`config.mk`:
```
export PLATFORM = sky130hd
export DESIGN_NAME = sync_debounce_flat
export DESIGN_NICKNAME = d
export VERILOG_FILES = /design/src/rtl/sync_debounce_if.sv /design/src/rtl/sync_debounce.sv /design/src/flat_wrapper.sv
export SDC_FILE = /design/constraint.sdc
export NUM_CORES = 1
export LEC_CHECK = 0
export BUFFER_PORTS_ARGS = -buffer_cell sky130_fd_sc_hd__buf_2
export CAP_MARGIN = 20
export CELL_PAD_IN_SITES_DETAIL_PLACEMENT = 0
export CELL_PAD_IN_SITES_GLOBAL_PLACEMENT = 2
export CORE_MARGIN = 1
export CORE_UTILIZATION = 36
export CTS_BUF_LIST = sky130_fd_sc_hd__clkbuf_4 sky130_fd_sc_hd__clkbuf_8 sky130_fd_sc_hd__clkbuf_16
export CTS_CLUSTER_DIAMETER = 150
export CTS_CLUSTER_SIZE = 24
export DETAILED_ROUTE_END_ITERATION = 16
export GPL_TIMING_DRIVEN = 1
export PLACE_DENSITY = 0.76
export SLEW_MARGIN = 20
export SYNTH_ARGS = -nofsm -noshare
export SYNTH_HDL_FRONTEND = slang
export SYNTH_SLANG_ARGS = --single-unit
```
`constraint.sdc`:
```
create_clock -name clock -period 1.35 [get_ports clock]
set_input_delay 0.0675 -clock clock [delete_from_list [all_inputs] [get_ports clock]]
set_output_delay 0.0675 -clock clock [all_outputs]
set_load 0.01 [all_outputs]
```
`src/rtl/sync_debounce_if.sv`:
```
// Signal bundle between raw asynchronous inputs and the debounced outputs of sync_debounce.
// Defining SYNC_DEBOUNCE_STICKY_EN adds the clear/sticky pair.
interface sync_debounce_if #(
  parameter int CHANNELS = 8
);
  logic [CHANNELS-1:0] in;
  logic [CHANNELS-1:0] out;
  logic [CHANNELS-1:0] rise;
  logic [CHANNELS-1:0] fall;
`ifdef SYNC_DEBOUNCE_STICKY_EN
  logic                clear;
  logic [CHANNELS-1:0] sticky;
`endif

  modport master (
    output in,
`ifdef SYNC_DEBOUNCE_STICKY_EN
    output clear,
    input  sticky,
`endif
    input  out, rise, fall
  );

  modport slave (
    input  in,
`ifdef SYNC_DEBOUNCE_STICKY_EN
    input  clear,
    output sticky,
`endif
    output out, rise, fall
  );
endinterface

```
`src/rtl/sync_debounce.sv`:
```
// Per-channel N-flop synchroniser followed by a hold-time debounce filter with registered edge pulses.
// Optional feature: define SYNC_DEBOUNCE_STICKY_EN for clearable any-edge sticky flags.
module sync_debounce #(
  parameter int CHANNELS        = 8,
  parameter int SYNC_BITS       = 2,
  parameter int DEBOUNCE_CYCLES = 16,
  parameter bit RESET_VALUE     = 1'b0
) (
  input  logic           clock,
  input  logic           reset_n,
  sync_debounce_if.slave bus
);

  localparam int             CW       = $clog2(DEBOUNCE_CYCLES + 1);
  localparam logic [CW-1:0]  CNT_LAST = CW'(DEBOUNCE_CYCLES - 1);

  logic [SYNC_BITS-1:0] chain [CHANNELS];
  logic [CW-1:0]        cnt   [CHANNELS];
  logic [CHANNELS-1:0]  s;
  logic [CHANNELS-1:0]  done;
  logic [CHANNELS-1:0]  out_q;
  logic [CHANNELS-1:0]  rise_q;
  logic [CHANNELS-1:0]  fall_q;

  // NOTE: every always_comb output gets a default before any branch so no latch is inferred.
  always_comb begin
    s    = '0;
    done = '0;
    for (int c = 0; c < CHANNELS; c++) begin
      s[c]    = chain[c][SYNC_BITS-1];
      done[c] = (s[c] != out_q[c]) && (cnt[c] == CNT_LAST);
    end
  end

  // NOTE: flops use non-blocking assignments so every stage samples the pre-edge value.
  always_ff @(posedge clock or negedge reset_n) begin
    if (!reset_n) begin
      for (int c = 0; c < CHANNELS; c++) chain[c] <= {SYNC_BITS{RESET_VALUE}};
    end else begin
      for (int c = 0; c < CHANNELS; c++) chain[c] <= {chain[c][SYNC_BITS-2:0], bus.in[c]};
    end
  end

  // NOTE: the counter array is small and must restart from zero after reset, so it is reset like plain flops.
  always_ff @(posedge clock or negedge reset_n) begin
    if (!reset_n) begin
      for (int c = 0; c < CHANNELS; c++) cnt[c] <= '0;
      out_q  <= {CHANNELS{RESET_VALUE}};
      rise_q <= '0;
      fall_q <= '0;
    end else begin
      for (int c = 0; c < CHANNELS; c++) begin
        if (s[c] == out_q[c] || done[c]) cnt[c] <= '0;
        else                             cnt[c] <= cnt[c] + 1'b1;
      end
      // A qualifying channel always has s != out, so s alone gives the edge direction.
      out_q  <= out_q ^ done;
      rise_q <= done & s;
      fall_q <= done & ~s;
    end
  end

  assign bus.out  = out_q;
  assign bus.rise = rise_q;
  assign bus.fall = fall_q;

`ifdef SYNC_DEBOUNCE_STICKY_EN
  logic [CHANNELS-1:0] sticky_q;

  // Set has priority over clear so an edge coinciding with clear is never lost.
  always_ff @(posedge clock or negedge reset_n) begin
    if (!reset_n) sticky_q <= '0;
    else          sticky_q <= (sticky_q & ~{CHANNELS{bus.clear}}) | rise_q | fall_q;
  end

  assign bus.sticky = sticky_q;
`endif

endmodule

```
`src/flat_wrapper.sv`:
```
// flat-port wrapper written by rule: the top's interface ports become plain ports
module sync_debounce_flat 
#(
  parameter int CHANNELS        = 8,
  parameter int SYNC_BITS       = 2,
  parameter int DEBOUNCE_CYCLES = 16,
  parameter bit RESET_VALUE     = 1'b0
)
  (clock, reset_n, bus_in, bus_out, bus_rise, bus_fall);
  sync_debounce_if #(.CHANNELS(CHANNELS)) bus_i ();
  input  logic clock;
  input  logic reset_n;
  input wire logic [$bits(bus_i.in)-1:0] bus_in;
  output wire logic [$bits(bus_i.out)-1:0] bus_out;
  output wire logic [$bits(bus_i.rise)-1:0] bus_rise;
  output wire logic [$bits(bus_i.fall)-1:0] bus_fall;
  assign bus_i.in = bus_in;
  assign bus_out = bus_i.out;
  assign bus_rise = bus_i.rise;
  assign bus_fall = bus_i.fall;
  sync_debounce #(.CHANNELS(CHANNELS), .SYNC_BITS(SYNC_BITS), .DEBOUNCE_CYCLES(DEBOUNCE_CYCLES), .RESET_VALUE(RESET_VALUE)) u_core (.clock(clock), .reset_n(reset_n), .bus(bus_i));
endmodule
```
==> metrics.yaml <==
outcome: "complete, no violations"
die_height_um: 94.2
syn_inst: 232
cts_root_buf: "clkbuf_8"
dp.cells: 397
route.detailed.drc: 0
yosys_warnings: 0
avgViaCountPerCell: 4.69
ys_ff_latch: 80
dpl.hpwl_um: 3100
cts_sinks: 80
htree_num_levels: 3
wl_per_cell_um: 12.1
clkSlewWorstSetupHoldPaths_ns: 0.08
fin_cells: 427
hold_class: "in -> async"
avgSynthCellArea_sq_um: 13.2
routabilityCongestion: 0.711
fmax_mhz: 754
io_buffers: 33
grt_pass1_vias: 2076
yosys.area.top_type: "dfrtp_1"
worstSetupPathType: "reg -> reg"
critPathCaptureType: "flop"
antenna_found_initial: 0
final_hold_viol_count: 0
cts_made_buffers: 9
grt_pass1_wl_um: 8870
slew_headroom_pct: 65.2
n_antenna_cell: 0
synthTopCellsByCount: "80 x dfrtp_1, 24 x nor3_1"
period_share_pct: 98.3
dr.pass1.iters: 2
totalWireLength_um: 5170
worstSkewPairLatency_ns: 0.35
synth_edf_count: 0
synth.distinct_cells: 14
synthDominantCellAreaShare_pct: 65.4
min_period_ns: 1.33
antenna_left: 0
syn-num-nets: 258
ioPinCount: 34
layout-drive-gt1-share_pct: 36.3
crit_family: "flip-flops"
fp.dieArea_sq_mm: 0.00888
clock_path_buffers: 2
grt_max_degree: 81
core_area_sq_mm: 0.00822
synthTopCellsByArea: "dfrtp_1 65%, ha_1 6.5%, xnor2_1 4.6%, nor3_1 3.9%, nor3b_1 3.9%"
synth.most_common_cell: "dfrtp_1"
rsz0062_at_grt: "true"
vias: 2003
power.leakage_nw: 1.88
fp-row-count: 33
syn_area_sq_mm: 0.00306
worst_ir_drop_vdd_v: 0.000596
path_buf_inv: 0
holdWs_ns: 0.270
syn_to_final_growth_pct: 35.6
slew_viol_final: 0
power-per-cell-area_mw_per_mm2: 1200
required_ns: 1.61
grt_remaining_overflow: 0
cts_tree: "done"
path_max_fanout: 8
worstSetupStartpointType: "flop"
ys_seq_area_share_pct: 65.4
synth_async_sr_flop_share_pct: 100
finalSetupViolations: 0
die_w_um: 94.2
nNetsFinal: 343
critPathSlowestCell: "dfrtp_1"
fin_skew_ns: 0.00551
arrival_ns: 1.58
synthFlopType: "dfrtp_1"
grtUsageTotal_pct: 13.2
first_iter_violations: 35
cpPeakStageDelay_ns: 0.39
tightest_slew_ns: 0.519
crit_path_cell_trace: "ha_2, and3_4, ha_4, o21bai_4, nor4_2"
maxCapViolations: 0
start_util_pct: 37.3
-- per-layer routing --
layer | wire, um | part of all wire (%) | vias up | track usage (%)
met5 | 0 | 0 | - | 0
met4 | 48 | 0.93 | 0 | 6.15
met3 | 245 | 4.7 | 7 | 4.53
met2 | 2490 | 48 | 34 | 22.0
met1 | 2390 | 46 | 979 | 15.1
li1 | - | - | 983 | -
-- final timing paths --
check / from / end / slack (ns) / cells after the start
min in group clock: u_core.chain[4]$_DFF_PN0_ / u_core.chain[5]$_DFF_PN0_ / 0.35 / 0
max in group asynchronous: reset_n / u_core.chain[4]$_DFF_PN0_ / 0.75 / 3
setup reg to reg: u_core.cnt[10]$_DFF_PN0_ / u_core.cnt[13]$_DFF_PN0_ / 0.02 / 5
setup / recovery: u_core.cnt[10]$_DFF_PN0_ / u_core.cnt[13]$_DFF_PN0_ / 0.02 / 5
hold reg to reg: u_core.chain[4]$_DFF_PN0_ / u_core.chain[5]$_DFF_PN0_ / 0.35 / 0
hold / removal: reset_n / async pin / 0.27 / 3
-- stage by stage --
| stage | worst slack, ns | utilization (%) | setup TNS [ns] | total power, mW | instance area, sq um |
|---|---|---|---|---|---|
| 5_1_grt | -0.0682 | 50.6 | -0.379 | 5.22 | 4150 |
| 2_1_floorplan | 0.0101 | - | 0 | 2.70 | 3080 |
| 6_report | 0.0234 | 50.6 | 0 | 4.97 | 4150 |
| 4_1_cts | -0.0212 | 49.5 | -0.0212 | 5.05 | 4070 |
| 3_3_place_gp | -0.0140 | 43.8 | -0.0237 | 2.87 | 3600 |
| 3_5_place_dp | -0.0586 | 43.8 | -0.328 | 2.88 | 3600 |
-- final cells by class --
cell class	instances	area [sq um]
Clock inverter	7	120
Sequential cell	80	2000
Timing Repair Buffer	74	510
Multi-Input combinational cell	136	1210
Clock buffer	9	124
Fill cell	739	4060
Inverter	16	60.1
Tap cell	105	131
-- timing repair --
item                                    in CTS  in global routing
buffers inserted                             1                  4
pin swaps                                    0                  1
resized for setup                           20                  9
hold buffers                                 9                  0
endpoints found under the hold margin       88                  0
endpoints found under the setup margin       8                 10
-- sequential cells by signal, summed over array words and instances (netlist names), named ones only --
signal / cells
u_core.bus.rise: 8
u_core.bus.fall: 8
u_core.chain: 16
u_core.cnt: 40
-- power breakdown --
part | switching [mW] | leakage [nW] | internal, mW
combinational | 0.149 | 0.702 | 0.193
sequential | 0.0621 | 1.06 | 2.48
clock | 0.860 | 0.119 | 1.23
total | 1.07 | 1.88 | 3.90
-- worst reg2reg max path: stages, from the launching register on --
cell	delay, ns
dfrtp_1	0.39
ha_2	0.19
and3_4	0.18
ha_4	0.18
o21bai_4	0.17
nor4_2	0.12
-- kinds of logic after synthesis --
logic type	after synthesis	synth area share, %
buffers and inverters	16	1.96
and+or+nand+nor	80	17.0
adders and majority gates	16	6.54
AOI/OAI and AO/OA	24	4.58
DFF	80	65.4
xor gates and xnor gates	16	4.58
-- cells in the final DEF, fill, tap and decap left out --
master,count
and4_1,8
a21oi_1,8
o21bai_4,4
nor4_2,8
clkinvlp_4,1
ha_4,8
nor3_1,24
clkinv_2,1
and3_4,8
clkinv_4,2
bufinv_16,3
dfrtp_1,80
inv_1,16
nor2_1,8
buf_2,32
nor3b_1,16
xnor2_1,16
o21bai_1,4
o21ai_0,8
clkbuf_8,9
buf_4,32
ha_2,8
buf_12,1
dlygate4sd3_1,9
nand2_1,8
Power figures use the tool's default switching activity.
